===== src/rtl/axil_pkg.sv =====
// ============================================================================
//  Module   : axil_pkg
//  Purpose  : Shared response codes, FSM state encoding and counter helpers
//             for the AXI-Lite write-path router.
//  Revision : 1.0 - initial release
// ============================================================================
`default_nettype none

package axil_pkg;

  localparam logic [1:0] c_resp_okay   = 2'b00;
  localparam logic [1:0] c_resp_slverr = 2'b10;
  localparam logic [1:0] c_resp_decerr = 2'b11;

  localparam int c_cnt_width = 16;

  typedef enum logic [2:0] {
    ST_IDLE   = 3'd0,
    ST_DECODE = 3'd1,
    ST_FWD    = 3'd2,
    ST_WAIT_B = 3'd3,
    ST_RESP   = 3'd4
  } state_t;

  function automatic logic [c_cnt_width-1:0] sat_inc(input logic [c_cnt_width-1:0] v);
    return (&v) ? v : v + c_cnt_width'(1);
  endfunction

endpackage

`default_nettype wire


===== src/rtl/axil_addr_match.sv =====
// ============================================================================
//  Module   : axil_addr_match
//  Purpose  : Window compare of one address against every slave window and
//             lowest-index priority encode to a one-hot select plus miss flag.
//  Revision : 1.0 - initial release
// ============================================================================
`default_nettype none

module axil_addr_match #(
  parameter int NUMBER_SLAVE   = 4,
  parameter int AXI_ADDR_WIDTH = 32,
  parameter logic [NUMBER_SLAVE-1:0][AXI_ADDR_WIDTH-1:0] AXI_ADDR_OFFSET = '0,
  parameter logic [NUMBER_SLAVE-1:0][AXI_ADDR_WIDTH-1:0] AXI_ADDR_RANGE =
    {NUMBER_SLAVE{AXI_ADDR_WIDTH'(1)}}
) (
  input  logic [AXI_ADDR_WIDTH-1:0] addr,
  output logic [NUMBER_SLAVE-1:0]   hit,
  output logic                      miss
);

  logic [NUMBER_SLAVE-1:0] w_raw_hit;

  // Window end is formed one bit wider so a window touching the top of the
  // address space does not wrap to zero.
  for (genvar i = 0; i < NUMBER_SLAVE; i++) begin : g_win
    logic [AXI_ADDR_WIDTH:0] w_base;
    logic [AXI_ADDR_WIDTH:0] w_end;
    logic [AXI_ADDR_WIDTH:0] w_addr;
    assign w_base       = {1'b0, AXI_ADDR_OFFSET[i]};
    assign w_end        = w_base + {1'b0, AXI_ADDR_RANGE[i]};
    assign w_addr       = {1'b0, addr};
    assign w_raw_hit[i] = (w_addr >= w_base) && (w_addr < w_end);
  end

  logic w_found;

  always_comb begin
    hit     = '0;
    w_found = 1'b0;
    for (int i = 0; i < NUMBER_SLAVE; i++) begin
      if (w_raw_hit[i] && !w_found) begin
        hit[i]  = 1'b1;
        w_found = 1'b1;
      end
    end
    miss = !w_found;
  end

endmodule

`default_nettype wire


===== src/rtl/axil_wr_router.sv =====
// ============================================================================
//  Module   : axil_wr_router
//  Purpose  : AXI-Lite write router: one outstanding AW+W, address decode to
//             N slaves, internal DECERR for holes, watchdog SLVERR on stalls.
//  Revision : 1.0 - initial release
// ============================================================================
`default_nettype none

module axil_wr_router
  import axil_pkg::*;
#(
  parameter int NUMBER_SLAVE   = 4,
  parameter int AXI_ADDR_WIDTH = 32,
  parameter int AXI_DATA_WIDTH = 32,
  parameter logic [NUMBER_SLAVE-1:0][AXI_ADDR_WIDTH-1:0] AXI_ADDR_OFFSET = '0,
  parameter logic [NUMBER_SLAVE-1:0][AXI_ADDR_WIDTH-1:0] AXI_ADDR_RANGE =
    {NUMBER_SLAVE{AXI_ADDR_WIDTH'(1)}},
  parameter int TIMEOUT_CYCLES = 256
) (
  input  logic                          aclk,
  input  logic                          aresetn,
  input  logic [AXI_ADDR_WIDTH-1:0]     s_axil_awaddr,
  input  logic [2:0]                    s_axil_awprot,
  input  logic                          s_axil_awvalid,
  output logic                          s_axil_awready,
  input  logic [AXI_DATA_WIDTH-1:0]     s_axil_wdata,
  input  logic [AXI_DATA_WIDTH/8-1:0]   s_axil_wstrb,
  input  logic                          s_axil_wvalid,
  output logic                          s_axil_wready,
  output logic [1:0]                    s_axil_bresp,
  output logic                          s_axil_bvalid,
  input  logic                          s_axil_bready,
  output logic [AXI_ADDR_WIDTH-1:0]     m_axil_awaddr,
  output logic [2:0]                    m_axil_awprot,
  output logic [AXI_DATA_WIDTH-1:0]     m_axil_wdata,
  output logic [AXI_DATA_WIDTH/8-1:0]   m_axil_wstrb,
  output logic [NUMBER_SLAVE-1:0]       m_axil_awvalid,
  input  logic [NUMBER_SLAVE-1:0]       m_axil_awready,
  output logic [NUMBER_SLAVE-1:0]       m_axil_wvalid,
  input  logic [NUMBER_SLAVE-1:0]       m_axil_wready,
  input  logic [2*NUMBER_SLAVE-1:0]     m_axil_bresp,
  input  logic [NUMBER_SLAVE-1:0]       m_axil_bvalid,
  output logic [NUMBER_SLAVE-1:0]       m_axil_bready,
  output logic                          busy,
  output logic [c_cnt_width-1:0]        decerr_count,
  output logic [c_cnt_width-1:0]        timeout_count
);

  state_t                        r_state;
  state_t                        w_state_next;
  logic [AXI_ADDR_WIDTH-1:0]     r_addr;
  logic [2:0]                    r_prot;
  logic [AXI_DATA_WIDTH-1:0]     r_wdata;
  logic [AXI_DATA_WIDTH/8-1:0]   r_wstrb;
  logic [NUMBER_SLAVE-1:0]       r_sel;
  logic                          r_aw_done;
  logic                          r_w_done;
  logic [1:0]                    r_bresp;
  logic [31:0]                   r_wd;
  logic [c_cnt_width-1:0]        r_decerr_cnt;
  logic [c_cnt_width-1:0]        r_timeout_cnt;

  logic [NUMBER_SLAVE-1:0]       w_hit;
  logic                          w_miss;
  logic                          w_accept;
  logic                          w_aw_hs;
  logic                          w_w_hs;
  logic                          w_b_hs;
  logic                          w_wd_expire;
  logic                          w_timeout;
  logic [1:0]                    w_slave_bresp;

  axil_addr_match #(
    .NUMBER_SLAVE    (NUMBER_SLAVE),
    .AXI_ADDR_WIDTH  (AXI_ADDR_WIDTH),
    .AXI_ADDR_OFFSET (AXI_ADDR_OFFSET),
    .AXI_ADDR_RANGE  (AXI_ADDR_RANGE)
  ) u_addr_match (
    .addr (r_addr),
    .hit  (w_hit),
    .miss (w_miss)
  );

  assign w_accept = (r_state == ST_IDLE) && s_axil_awvalid && s_axil_wvalid;
  assign w_aw_hs  = (r_state == ST_FWD) && !r_aw_done && |(r_sel & m_axil_awready);
  assign w_w_hs   = (r_state == ST_FWD) && !r_w_done && |(r_sel & m_axil_wready);
  assign w_b_hs   = (r_state == ST_WAIT_B) && |(r_sel & m_axil_bvalid);

  // A real B arriving on the expiry cycle wins over the watchdog.
  assign w_wd_expire = (TIMEOUT_CYCLES != 0)
                     && ((r_state == ST_FWD) || (r_state == ST_WAIT_B))
                     && ((r_wd + 32'd1) == 32'(TIMEOUT_CYCLES));
  assign w_timeout   = w_wd_expire && !w_b_hs;

  always_comb begin
    w_slave_bresp = 2'b00;
    for (int i = 0; i < NUMBER_SLAVE; i++) begin
      if (r_sel[i]) w_slave_bresp = w_slave_bresp | m_axil_bresp[2*i +: 2];
    end
  end

  always_ff @(posedge aclk) begin
    if (!aresetn) r_state <= ST_IDLE;
    else          r_state <= w_state_next;
  end

  always_comb begin
    w_state_next   = r_state;
    s_axil_awready = 1'b0;
    s_axil_wready  = 1'b0;
    s_axil_bvalid  = 1'b0;
    m_axil_awvalid = '0;
    m_axil_wvalid  = '0;
    m_axil_bready  = '0;
    case (r_state)
      ST_IDLE: begin
        if (w_accept) begin
          s_axil_awready = 1'b1;
          s_axil_wready  = 1'b1;
          w_state_next   = ST_DECODE;
        end
      end
      ST_DECODE: w_state_next = w_miss ? ST_RESP : ST_FWD;
      ST_FWD: begin
        m_axil_awvalid = r_aw_done ? '0 : r_sel;
        m_axil_wvalid  = r_w_done  ? '0 : r_sel;
        if (w_timeout)
          w_state_next = ST_RESP;
        else if ((r_aw_done || w_aw_hs) && (r_w_done || w_w_hs))
          w_state_next = ST_WAIT_B;
      end
      ST_WAIT_B: begin
        m_axil_bready = r_sel;
        if (w_b_hs || w_timeout) w_state_next = ST_RESP;
      end
      ST_RESP: begin
        s_axil_bvalid = 1'b1;
        if (s_axil_bready) w_state_next = ST_IDLE;
      end
      default: w_state_next = ST_IDLE;
    endcase
  end

  always_ff @(posedge aclk) begin
    if (!aresetn) begin
      r_addr        <= '0;
      r_prot        <= '0;
      r_wdata       <= '0;
      r_wstrb       <= '0;
      r_sel         <= '0;
      r_aw_done     <= 1'b0;
      r_w_done      <= 1'b0;
      r_bresp       <= c_resp_okay;
      r_wd          <= '0;
      r_decerr_cnt  <= '0;
      r_timeout_cnt <= '0;
    end else begin
      if (w_accept) begin
        r_addr  <= s_axil_awaddr;
        r_prot  <= s_axil_awprot;
        r_wdata <= s_axil_wdata;
        r_wstrb <= s_axil_wstrb;
      end
      if (r_state == ST_DECODE) begin
        r_sel     <= w_hit;
        r_aw_done <= 1'b0;
        r_w_done  <= 1'b0;
        r_wd      <= '0;
        if (w_miss) begin
          r_bresp      <= c_resp_decerr;
          r_decerr_cnt <= sat_inc(r_decerr_cnt);
        end
      end
      if ((r_state == ST_FWD) || (r_state == ST_WAIT_B)) r_wd <= r_wd + 32'd1;
      if (w_aw_hs) r_aw_done <= 1'b1;
      if (w_w_hs)  r_w_done  <= 1'b1;
      if (w_b_hs)  r_bresp   <= w_slave_bresp;
      if (w_timeout) begin
        r_bresp       <= c_resp_slverr;
        r_timeout_cnt <= sat_inc(r_timeout_cnt);
      end
    end
  end

  assign m_axil_awaddr = r_addr;
  assign m_axil_awprot = r_prot;
  assign m_axil_wdata  = r_wdata;
  assign m_axil_wstrb  = r_wstrb;
  assign s_axil_bresp  = r_bresp;
  assign busy          = (r_state != ST_IDLE);
  assign decerr_count  = r_decerr_cnt;
  assign timeout_count = r_timeout_cnt;

endmodule

`default_nettype wire


===== config.mk =====
export PLATFORM = sky130hd
export DESIGN_NAME = axil_wr_router
export DESIGN_NICKNAME = d
export VERILOG_FILES = /design/src/rtl/axil_pkg.sv /design/src/rtl/axil_addr_match.sv /design/src/rtl/axil_wr_router.sv
export SDC_FILE = /design/constraint.sdc
export NUM_CORES = 1
export LEC_CHECK = 0
export BUFFER_PORTS_ARGS = -buffer_cell sky130_fd_sc_hd__clkbuf_2
export CORE_MARGIN = 1
export CORE_UTILIZATION = 33
export CTS_CLUSTER_DIAMETER = 100
export DETAILED_ROUTE_END_ITERATION = 10
export HOLD_SLACK_MARGIN = 0.05
export SLEW_MARGIN = 20
export SYNTH_ARGS = -nofsm -noshare
export SYNTH_HDL_FRONTEND = slang
export SYNTH_HIERARCHICAL = 1
export SYNTH_SLANG_ARGS = --single-unit

===== constraint.sdc =====
create_clock -name aclk -period 6 [get_ports aclk]
set_input_delay 0.6 -clock aclk [delete_from_list [all_inputs] [get_ports aclk]]
set_output_delay 0.6 -clock aclk [all_outputs]
set_load 0.1 [all_outputs]

==> flow_metrics.tcl <==
set metrics [dict create \
    clockBufferDepth 2 \
    cap_violations 0 \
    power_uw 2626 \
    routed_wl_um 22100 \
    synthSimpleGateAreaFrac 0.3066 \
    final_antenna_net_count 0 \
    die_w_um 148.9 \
    cp.required_ns 6.35 \
    slowest_stage "or4_1" \
    path_delay_family "simple AND/OR/NAND/NOR gates" \
    grt.total_usage 0.2018 \
    slew_headroom 0.4228 \
    dr.pass1.iters 5 \
    slowest_delay_ns 0.74 \
    worstSkewPairLatency_ns 0.43 \
    r2r_slack_ns 1.89 \
    max_freq_ghz 0.2431 \
    critPathArrivalTime_ns 4.47 \
    drc_errors 0 \
    die_area_mm2 0.02216 \
    cts_tree "built" \
    synthCells 933 \
    wl_per_cell_um 15.88 \
    cp-end-kind "flop" \
    drv_slew 0 \
    dr.first_iter.drc_count 501 \
    synth_xor_area_frac 0.02953 \
    cts_buffers 17 \
    place.gp.congestion 0.8718 \
    first_global_vias 6613 \
    num_rows 53 \
    io_pins 217 \
    synth_edf_count 0 \
    post_cts_resized 0 \
    r2r.worst_path.cells 8 \
    min_to "m_axil_awaddr[19]" \
    worst-path-buf-inv 0 \
    r2r-end "timeout_count[5]" \
    layout-area-overhead-vs-synth_pct 25.21 \
    hold_violations 0 \
    core_mm2 0.02109 \
    async_flop_share 0 \
    diodes 0 \
    hp-class "in2reg" \
    power.leakage_uw 0.003594 \
    r2r-start "r_wd[4]" \
    grt_pass1_wl_um 35110 \
    cts.sinks 146 \
    layout_commonest_cell "clkbuf_2" \
    drive_above_1_share 0.2489 \
    fin_util 0.4226 \
    worstHoldPathCells 3 \
    initial_utilization 0.3375 \
    finalSetupTns_ns 0 \
    setup_violations 0 \
    fin_crit_sh 0.6857 \
    min-delay-start "s_axil_awaddr[19]" \
    holdBufCountCts 0 \
    final_cell_mix "clkbuf_2, nand2_1, dfxtp_1" \
    crit_top_cell "or4_1" \
    ys_ff_latch 146 \
    dominantRegCellSynth "dfxtp_1" \
    synth_top_family_by_area "simple AND/OR/NAND/NOR gates" \
    run_status "completed" \
    synth-seq-area-share 0.4106 \
    syn_avg_cell_area_um2 7.629 \
    fin_nets 1204 \
    synth_compound_area_frac 0.1796 \
    gr-total-overflow 0 \
    root_buffer "clkbuf_16" \
    irDropWorstVdd_v 0.0001870 \
    crit_chain "and4_1 > nand3_1 > or4_1 > xnor2_1 > nor4_1 > nand4_1 > or4_1 > a21oi_1" \
    critPathKind "reg2reg" \
    tightest_slew_ns 0.8633 \
    min_period_ns 4.114 \
    avgViaCountPerCell 5.203 \
    antenna_found_initial 0 \
    portBuffers 216 \
    cts_htree_levels 4 \
    start_kind "flop" \
    synth_mux_area_frac 0.01406 \
    synth_fa_ha_area_frac 0.007031 \
    skew_ns 0.009627 \
    route.vias.total 7242 \
    grt_max_degree 75 \
    path_clk_slew_ns 0.07 \
    p_per_area_mw_per_mm2 294.6 \
    post_cts_buffers 0 \
    rsz0062_at_grt "false" \
    yosysWarnings 6 \
    fp.dieH_um 148.9 \
    netlist-cell-type-count 66 \
    worst-path-max-fanout 23 \
    dpl.hpwl_um 15450 \
    netlist_area_mm2 0.007118 \
]
metrics by stage:
stage	cell area, um^2	worst slack (ns)	hold slack, ns	cells
after floorplan	7126	1.950	0.4732	935
after global placement	8268	2.043	0.4427	1360
after detailed placement	8268	2.007	0.4478	1360
after CTS	8912	1.964	0.3732	1392
after global routing	8912	1.655	0.3736	1392
final	8912	1.886	0.3873	1392
state kept, by name, summed over array words and instances (netlist names), 3 cells and up:
name / cells
m_axil_awaddr: 32
m_axil_awprot: 3
m_axil_wdata: 32
r_wd: 32
r_state: 3
m_axil_wstrb: 4
r_sel: 4
timeout_count: 16
decerr_count: 16
power breakdown:
part | switching (uW) | internal, uW | total, uW
registers | 29.3 | 1000 | 1030
clock network | 458 | 711 | 1170
logic | 345 | 81.4 | 426
per-layer routing:
metal | up-vias | track usage | part of all wire
met5 | - | 0 | 0
met4 | 0 | 0.06429 | 0.014
met2 | 193 | 0.3374 | 0.49
met1 | 3407 | 0.2483 | 0.43
li1 | 3625 | - | -
met3 | 17 | 0.05872 | 0.066
cell usage after synthesis (all sizes together) (6+ instances only):
| library cell | number | area share |
|---|---|---|
| nand4 | 23 | 0.021 |
| nor2 | 62 | 0.033 |
| nand2 | 210 | 0.11 |
| or4 | 11 | 0.013 |
| nand3 | 32 | 0.022 |
| nor3 | 20 | 0.014 |
| and4 | 7 | 0.0090 |
| inv | 10 | 0.0053 |
| a31oi | 8 | 0.0070 |
| and3 | 15 | 0.013 |
| or3 | 15 | 0.014 |
| xnor2 | 15 | 0.018 |
| o31ai | 6 | 0.0063 |
| a311oi | 7 | 0.0086 |
| a211oi | 7 | 0.0074 |
| mux2i | 10 | 0.014 |
| or2 | 8 | 0.0070 |
| nor4 | 20 | 0.019 |
| buf | 21 | 0.020 |
| o21ai | 29 | 0.020 |
| dfxtp | 146 | 0.41 |
| xor2 | 9 | 0.011 |
| a21oi | 115 | 0.081 |
| a22oi | 14 | 0.015 |
| clkbuf | 51 | 0.027 |
| and2 | 14 | 0.012 |
worst register-to-register path: stages (launching register included):
cell	delay, ns
dfxtp_1	0.53
and4_1	0.55
nand3_1	0.35
or4_1	0.55
xnor2_1	0.18
nor4_1	0.27
nand4_1	0.72
or4_1	0.74
a21oi_1	0.14
area by class of cell:
type | instances | area (um^2)
fillers | 2214 | 12180
multi-input cells | 707 | 3835
flip-flops and latches | 146 | 2923
repair buffers | 222 | 1126
clock buffers | 17 | 425.4
well taps | 275 | 344.1
clock inverters | 15 | 219.0
inverters | 10 | 40.04
how the worst max path moves through the flow:
stage | startpoint | endpoint | slack [ns] | cells after the start
after global placement | r_wd[0] | timeout_count[5] | 2.04 | 9
after global routing | r_wd[4] | timeout_count[5] | 1.66 | 8
after CTS | r_wd[4] | timeout_count[5] | 1.96 | 8
final | r_wd[4] | timeout_count[5] | 1.89 | 8
after floorplan | r_state[2] | s_axil_wready | 1.95 | 7
after detailed placement | r_wd[4] | timeout_count[5] | 2.01 | 8
kinds of logic after synthesis:
family	Yosys count
AO/OA/AOI/OAI	213
XOR/XNOR	24
adder cells (fa/ha/maj)	4
buffers and inverters	82
flip-flops	146
multiplexers	10
other	1
AND/OR/NAND/NOR	453
No activity file was read; power rests on OpenSTA's default activity.
